--- src/rtl/program_loader.sv ---
// Boot loader: streams WORDS program words from a source into CPU memory while
// holding the CPU in reset. Optional checksum word verification under LOADER_CHECKSUM_EN.
module program_loader #(
  parameter int         WORDS     = 128,
  parameter logic [7:0] BASE_ADDR = 8'h00
) (
  input  logic        clk,
  input  logic        rst_n,
  input  logic        start,
  input  logic        in_valid,
  input  logic [15:0] in_data,
  output logic        in_ready,
  output logic        mem_we,
  output logic [7:0]  mem_addr,
  output logic [15:0] mem_in,
  output logic        cpu_hold,
  output logic        busy,
  output logic        done,
  output logic        err,
  output logic [1:0]  state_dbg
);

  // Handshake: a word moves when in_valid && in_ready are both high at a posedge;
  // the source must hold in_data stable while in_valid is high and in_ready is low.

`ifdef LOADER_CHECKSUM_EN
  typedef enum logic [1:0] {
    S_IDLE  = 2'd0,
    S_LOAD  = 2'd1,
    S_CHECK = 2'd2,
    S_DONE  = 2'd3
  } state_t;
`else
  typedef enum logic [1:0] {
    S_IDLE  = 2'd0,
    S_LOAD  = 2'd1,
    S_DONE  = 2'd3
  } state_t;
`endif

  localparam logic [7:0] LAST_IDX = 8'(WORDS - 1);

  state_t     state;
  logic [7:0] idx;

`ifdef LOADER_CHECKSUM_EN
  logic [15:0] sum;
  logic        err_q;
  assign err = err_q;
`else
  assign err = 1'b0;
`endif

  assign state_dbg = state;

  always_ff @(posedge clk) begin
    if (!rst_n) begin
      state    <= S_IDLE;
      idx      <= 8'd0;
      in_ready <= 1'b0;
      mem_we   <= 1'b0;
      mem_addr <= 8'd0;
      mem_in   <= 16'd0;
      cpu_hold <= 1'b1;
      busy     <= 1'b0;
      done     <= 1'b0;
`ifdef LOADER_CHECKSUM_EN
      sum      <= 16'd0;
      err_q    <= 1'b0;
`endif
    end else begin
      mem_we <= 1'b0;
      case (state)
        S_IDLE, S_DONE: begin
          // busy still high in DONE means this is the cycle after the final
          // write or the checksum compare; completion is published here.
          if (state == S_DONE && busy) begin
            busy <= 1'b0;
            done <= 1'b1;
`ifdef LOADER_CHECKSUM_EN
            cpu_hold <= err_q;
`else
            cpu_hold <= 1'b0;
`endif
          end else if (start) begin
            state    <= S_LOAD;
            idx      <= 8'd0;
            in_ready <= 1'b1;
            cpu_hold <= 1'b1;
            busy     <= 1'b1;
            done     <= 1'b0;
`ifdef LOADER_CHECKSUM_EN
            sum      <= 16'd0;
            err_q    <= 1'b0;
`endif
          end
        end
        S_LOAD: begin
          if (in_valid) begin
            mem_we   <= 1'b1;
            mem_in   <= in_data;
            mem_addr <= BASE_ADDR + {idx[6:0], 1'b0};
            idx      <= idx + 8'd1;
`ifdef LOADER_CHECKSUM_EN
            sum      <= sum + in_data;
            if (idx == LAST_IDX) state <= S_CHECK;
`else
            if (idx == LAST_IDX) begin
              state    <= S_DONE;
              in_ready <= 1'b0;
            end
`endif
          end
        end
`ifdef LOADER_CHECKSUM_EN
        S_CHECK: begin
          // The checksum word is compared, never written to memory.
          if (in_valid) begin
            err_q    <= (in_data != sum);
            in_ready <= 1'b0;
            state    <= S_DONE;
          end
        end
`endif
        default: state <= S_IDLE;
      endcase
    end
  end

endmodule

--- config.mk ---
export PLATFORM = sky130hd
export DESIGN_NAME = program_loader
export DESIGN_NICKNAME = d
export VERILOG_FILES = /design/src/rtl/program_loader.sv
export SDC_FILE = /design/constraint.sdc
export NUM_CORES = 1
export LEC_CHECK = 0
export ABC_AREA = 0
export ABC_CLOCK_PERIOD_IN_PS = 5300
export CAP_MARGIN = 40
export CELL_PAD_IN_SITES_DETAIL_PLACEMENT = 0
export CELL_PAD_IN_SITES_GLOBAL_PLACEMENT = 1
export CORE_MARGIN = 2
export CORE_UTILIZATION = 35
export DETAILED_ROUTE_END_ITERATION = 6
export PLACE_DENSITY = 0.94
export SLEW_MARGIN = 0
export SYNTH_ARGS = -nofsm -noshare
export SYNTH_HDL_FRONTEND = slang
export SYNTH_SLANG_ARGS = --single-unit
--- constraint.sdc ---
create_clock -name clk -period 5.3 [get_ports clk]
set_input_delay 0.53 -clock clk [delete_from_list [all_inputs] [get_ports clk]]
set_output_delay 0.53 -clock clk [all_outputs]
set_load 0.03 [all_outputs]
==> impl_metrics.py, run 1 <==
metrics = {
    "clocking": {
        "post_cts_buffers": 0,
        "cts_made_buffers": 5,
        "htree_levels": 2,
        "cts_buffer_depth": 2,
        "clk_pin_slew_ns": 0.07,
        "root_buffer": "clkbuf_8",
        "cts.hold.buffers_added": 0,
        "cts.sinks": 38,
        "cts_resized": 0,
        "cts_tree": "built",
        "clk_latency_ns": 0.29,
    },
    "pwr": {
        "ir_drop_mv": 0.206,
        "p_per_area_nw_per_um2": 354,
        "p_total_mw": 0.793,
        "leakage_nw": 0.806,
    },
    "timing": {
        "hold_viol": 0,
        "tns_ns": 0,
        "tightest_slew_ns": 0.828,
        "fin_skew_ns": 0.00771,
        "slew_violations": 0,
        "setup-violations-final": 0,
        "rsz0062_at_grt": "false",
        "period_minus_slack_ns": 2.01,
        "finalCritPeriodShare": 0.378,
        "timing.fmax_mhz": 499,
        "fin_ws_ns": 3.29,
        "maxSlewHeadroom": 0.446,
    },
    "synth": {
        "synth_area_sq_um": 1570,
        "synth_compound_area_frac": 0.206,
        "synth-simple-area-share": 0.194,
        "yosysMostFrequentCell": "nand2_1",
        "yosys.area.top_type": "dfxtp_1",
        "seq_area_frac_synth": 0.484,
        "synth_ff_type": "dfxtp_1",
        "yosysWarningCount": 0,
        "synth-xor-area-share": 0.0112,
        "ys_seq_elements": 38,
        "synth.distinct_cells": 38,
        "synth_common_cells": "nand2_1, dfxtp_1, a21oi_1",
        "synth_area_per_cell_sq_um": 8.35,
        "yosysTopAreaCellShare": 0.484,
        "synth_edf_count": 0,
        "async_reset_ff_frac": 0,
        "synth.area.top_cells": "dfxtp_1, nand2_1, a21oi_1, ha_1, clkbuf_1",
        "muxShareOfSynthArea": 0.0159,
        "synth_top_family_by_area": "compound AO/OA/AOI/OAI gates",
        "syn-instance-count": 188,
        "synth_fa_ha_area_frac": 0.0319,
    },
    "route": {
        "dr.pass1.iters": 4,
        "vias_per_cell": 4.93,
        "wl_per_cell_microns": 12.2,
        "drt_iter0_markers": 75,
        "num_vias": 1415,
        "routed_wirelength_mm": 3.50,
        "ant_nets": 0,
        "drc": 0,
    },
    "worst_setup_path": {
        "start_kind": "register",
        "worstSetupPathType": "reg2out",
        "r2r_start": "state_dbg[0]",
        "cp_top_family": "buffers and inverters",
        "cp_num_buf_inv": 1,
        "cp.arrival_ns": 1.48,
        "worstSetupStartpoint": "busy",
        "cp_max_fo": 6,
        "crit_path_top_delay_cell": "clkdlybuf4s50_1",
        "cp-end-kind": "primary output",
        "required_ns": 4.77,
        "critPathMaxStageDelay_ns": 0.72,
        "crit_chain": "clkdlybuf4s50_1",
    },
    "global_route": {
        "grt_usage": 0.140,
        "grt_overflow_total": 0,
        "grt_start_max_net_pins": 25,
        "antenna_found_initial": 0,
        "grt_pass1_wl_mm": 5.73,
        "grt_pass1_vias": 1292,
    },
    "job": {
        "drv_cap": 0,
    },
    "floorplanning": {
        "dieHeight_microns": 71.0,
        "die-area_sq_um": 5040,
        "die_w_microns": 71.0,
        "core_area_sq_um": 4320,
        "start_util": 0.363,
        "rows": 24,
        "io_pins": 52,
    },
    "finish": {
        "nFillCells": 428,
        "layout-drive-gt1-share": 0.0553,
        "fin_nets": 258,
        "antenna_cells": 0,
        "syn_to_final_growth_pct": 42.6,
        "final_util": 0.518,
    },
    "placement": {
        "hpwl_mm": 2.37,
        "routabilityCongestion": 0.723,
        "place_ws_ns": 3.14,
        "portBuffers": 49,
    },
    "run_status": {
        "status": "complete, no violations",
    },
    "worst_hold_path": {
        "hp-start": "mem_addr[4]",
        "hold_path_class": "reg2reg",
    },
}
cells by family after synthesis:
logic type | Yosys count
xor gates and xnor gates | 2
muxes | 2
AOI/OAI and AO/OA | 52
DFF | 38
other | 1
adders and majority gates | 4
and+or+nand+nor | 71
buffers and inverters | 18
cells in the final DEF, fill, tap and decap left out, types with 2 or more instances in the layout:
master and count:
nand2_1 52, clkdlybuf4s50_1 49, dfxtp_1 38, a21oi_1 34
inv_1 6, nor2_1 6, clkbuf_8 6, o21ai_0 4
ha_1 4, o31ai_1 3, or4_1 3, xnor2_1 2
conb_1 2, bufinv_16 2
cell type report:
type	instances	area [sq um]	share of cell area
flip-flops and latches	38	761	0.340
multi-input cells	133	729	0.326
repair buffers	50	518	0.231
clock buffers	6	82.6	0.0369
well taps	52	65.1	0.0291
clock inverters	2	60.1	0.0268
inverters	6	22.5	0.0101
stage by stage:
stage	hold WS [ns]	cell area [sq um]	instances
after detailed placement	0.446	2100	279
final	0.453	2240	287
after global placement	0.441	2070	278
after CTS	0.456	2240	287
after floorplan	0.447	1570	189
after global routing	0.469	2240	287
power breakdown:
| group | internal, mW | total (mW) | switching, mW |
|---|---|---|---|
| Sequential | 0.303 | 0.316 | 0.0128 |
| Combinational | 0.0697 | 0.175 | 0.105 |
| Clock | 0.201 | 0.302 | 0.101 |
metal layers:
| layer | track usage | up-vias | part of all wire |
|---|---|---|---|
| met5 | 0 | - | 0 |
| met4 | 0.0461 | 0 | 0.0077 |
| met3 | 0.0385 | 4 | 0.058 |
| met2 | 0.218 | 40 | 0.46 |
| met1 | 0.189 | 646 | 0.47 |
| li1 | - | 725 | - |
registers in the layout, indices dropped and copies added, names as in the netlist:
| register | cells |
|---|---|
| in_ready | 1 |
| mem_in | 16 |
| cpu_hold | 1 |
| done | 1 |
| mem_we | 1 |
| state_dbg | 2 |
| mem_addr | 7 |
| busy | 1 |
| idx | 8 |
worst reg2reg max path, stage by stage, from the launching register on:
cell and delay (ns):
dfxtp_1 0.40, inv_1 0.07, ha_1 0.47, mux2_4 0.24
o21ai_4 0.09, or4_1 0.47, a21oi_1 0.14
worst paths after layout:
path	endpoint	slack [ns]	cells past startpoint
hold / removal	mem_addr[4]	0.45	2
setup reg to reg	idx[5]	3.35	6
hold reg to reg	mem_addr[4]	0.45	2
setup / recovery	busy	3.29	1
Power figures use the tool's default switching activity.
==> inputs of run 2 (changes only) <==
- ABC_CLOCK_PERIOD_IN_PS: 5300 -> 1800
- CORE_UTILIZATION: 35 -> 29
- PLACE_DENSITY: 0.94 -> 0.84
- clock period: 5.3 -> 1.8 ns (I/O delays scaled with it)
==> run 2 against run 1 <==
  * Design area grew 0.45%
  * Worst hold slack worse by 0.0046 ns
  * Combinational power grew to 3.1 times the previous value
  * Clock skew is essentially flat
  * Sequential power rose to 2.9 times the previous value
  * Sequential share of layout area rose by 0.071 points
  * Cell count is 7.3% higher
  * Total power rose to 2.6 times the previous value
  * Register-to-register slack got worse by 3.2 ns
  * Global-route usage is 1.3 points lower
  * Via count increased by 0.14%
  * Clock power increased by 89%
  * Largest power group unchanged
  * Highest routed layer unchanged
==> impl_metrics.py, run 2 (synthesized netlist as in run 1, its figures left out) <==
metrics = {
    "route": {
        "ant_nets": 0,
        "vias_per_cell": 4.60,
        "wl_per_cell_microns": 11.5,
        "drt_iter0_markers": 40,
        "dr.pass1.iters": 4,
        "routed_wirelength_mm": 3.55,
        "drc": 0,
        "num_vias": 1417,
    },
    "clocking": {
        "cts_tree": "built",
        "clk_pin_slew_ns": 0.07,
        "cts.hold.buffers_added": 0,
        "cts_resized": 0,
        "htree_levels": 2,
        "post_cts_buffers": 0,
        "clk_latency_ns": 0.28,
        "cts_made_buffers": 5,
        "cts_buffer_depth": 2,
        "cts.sinks": 38,
        "root_buffer": "clkbuf_8",
    },
    "worst_setup_path": {
        "cp-end-kind": "register",
        "worstSetupPathType": "reg2reg",
        "start_kind": "register",
        "r2r_slack_ns": 0.14,
        "required_ns": 2.01,
        "rr_worst_depth": 6,
        "r2r-end": "idx[3]",
        "r2r_start": "state_dbg[0]",
        "cp.arrival_ns": 1.87,
        "cp_max_fo": 9,
    },
    "finish": {
        "antenna_cells": 0,
        "fin_nets": 263,
        "syn_to_final_growth_pct": 43.2,
        "regMostFlops": "mem_in",
        "layout_commonest_cell": "nand2_1",
        "reg_top3": "mem_in x16, idx x8, mem_addr x7",
        "final_cell_mix": "nand2_1, clkdlybuf4s50_1, dfxtp_1",
        "largest_reg_flops": 16,
        "layout-drive-gt1-share": 0.0798,
        "fin_cells": 308,
    },
    "global_route": {
        "grt_usage": 0.127,
        "use_met1": 0.162,
        "use_met3": 0.0349,
        "grt_pass1_vias": 1366,
        "top_usage_layer": "met2",
        "grt_start_max_net_pins": 28,
        "antenna_found_initial": 0,
        "use_met2": 0.211,
        "grt_pass1_wl_mm": 6.26,
        "grt_overflow_total": 0,
    },
    "timing": {
        "hold_slack_ns": 0.448,
        "finalCritPeriodShare": 0.923,
        "period_minus_slack_ns": 1.66,
        "fin_skew_ns": 0.00752,
        "rsz0062_at_grt": "false",
        "tns_ns": 0,
        "setup-violations-final": 0,
        "hold_viol": 0,
        "fin_ws_ns": 0.139,
        "timing.fmax_mhz": 602,
        "slew_violations": 0,
    },
    "pwr": {
        "leakage_nw": 0.800,
        "p_per_area_nw_per_um2": 911,
        "ir_drop_mv": 0.651,
    },
    "placement": {
        "place_ws_ns": 0.0426,
        "portBuffers": 49,
        "dpl.cell_count": 302,
        "routabilityCongestion": 0.776,
        "hpwl_mm": 2.50,
    },
    "run_status": {
        "status": "complete, no violations",
    },
    "floorplanning": {
        "rows": 26,
        "start_util": 0.304,
        "io_pins": 52,
        "dieHeight_microns": 77.6,
        "die-area_sq_um": 6020,
        "die_w_microns": 77.6,
        "core_area_sq_um": 5170,
    },
    "job": {
        "drv_cap": 0,
    },
    "worst_hold_path": {
        "hold_depth": 3,
        "hp-start": "in_data[5]",
        "min_to": "mem_in[5]",
        "hold_path_class": "in2reg",
    },
}
==> run 2: cell count changes in the layout (fill, tap and decap cells not counted) <==
cell	delta
ha_1	-1
ha_4	+1
dfxtp_2	+1
bufinv_16	-2
buf_16	-1
buf_12	+1
dfxtp_4	+1
buf_4	+5
dfxtp_1	-2
==> run 2: layout make-up <==
class | count | area [sq um]
Fill cell | 548 | 2920
Sequential cell | 38 | 766
Multi-Input combinational cell | 133 | 742
Timing Repair Buffer | 55 | 548
Tap cell | 70 | 87.6
Clock buffer | 6 | 82.6
Inverter | 6 | 22.5
==> run 2: critical path, stage by stage, from the launching register on <==
cell and delay (ns):
dfxtp_4 0.37, inv_1 0.07, ha_4 0.29, mux2_4 0.17, o21ai_4 0.08, or4_1 0.47, a21oi_1 0.15
==> run 2: worst max-delay path by stage <==
stage                       startpoint      to  slack (ns)  depth (start not counted)
after floorplan           state_dbg[0]  idx[7]        0.03                          7
after global placement           start  idx[5]        0.06                          5
after detailed placement         start  idx[7]        0.04                          5
after CTS                 state_dbg[0]  idx[7]        0.03                          6
after global routing      state_dbg[0]  idx[5]        0.04                          6
final                     state_dbg[0]  idx[3]        0.14                          6
==> run 2: where the power goes <==
group          switching, mW  total (mW)  leakage, nW  internal, mW
Combinational          0.313       0.546        0.447         0.233
Sequential            0.0365       0.932        0.309         0.896
Clock                  0.275       0.570       0.0431         0.295
==> run 2: routing by layer <==
| metal | up-vias | wire [microns] |
|---|---|---|
| li1 | 736 | - |
| met1 | 645 | 1740 |
| met2 | 34 | 1640 |
| met3 | 2 | 150 |
| met4 | 0 | 10 |
| met5 | - | 0 |
==> run 2: per-stage QoR <==
step / total power [mW] / utilization / cell area, sq um
floorplan: 1.29 / - / 1580
global placement: 1.49 / 0.416 / 2150
detailed placement: 1.50 / 0.416 / 2150
CTS: 2.07 / 0.432 / 2240
global route: 2.17 / 0.435 / 2250
finish: 2.05 / 0.435 / 2250
==> inputs of run 3 (changes only) <==
- MAX_ROUTING_LAYER: unset -> met4
==> results of run 3 <==
No change in the layout: final DEF, timing and power equal those of run 2.
Among the figures that moved: final weighted congestion in routability-driven placement 0.776 -> 0.787; overall routing resource usage 0.127 -> 0.130
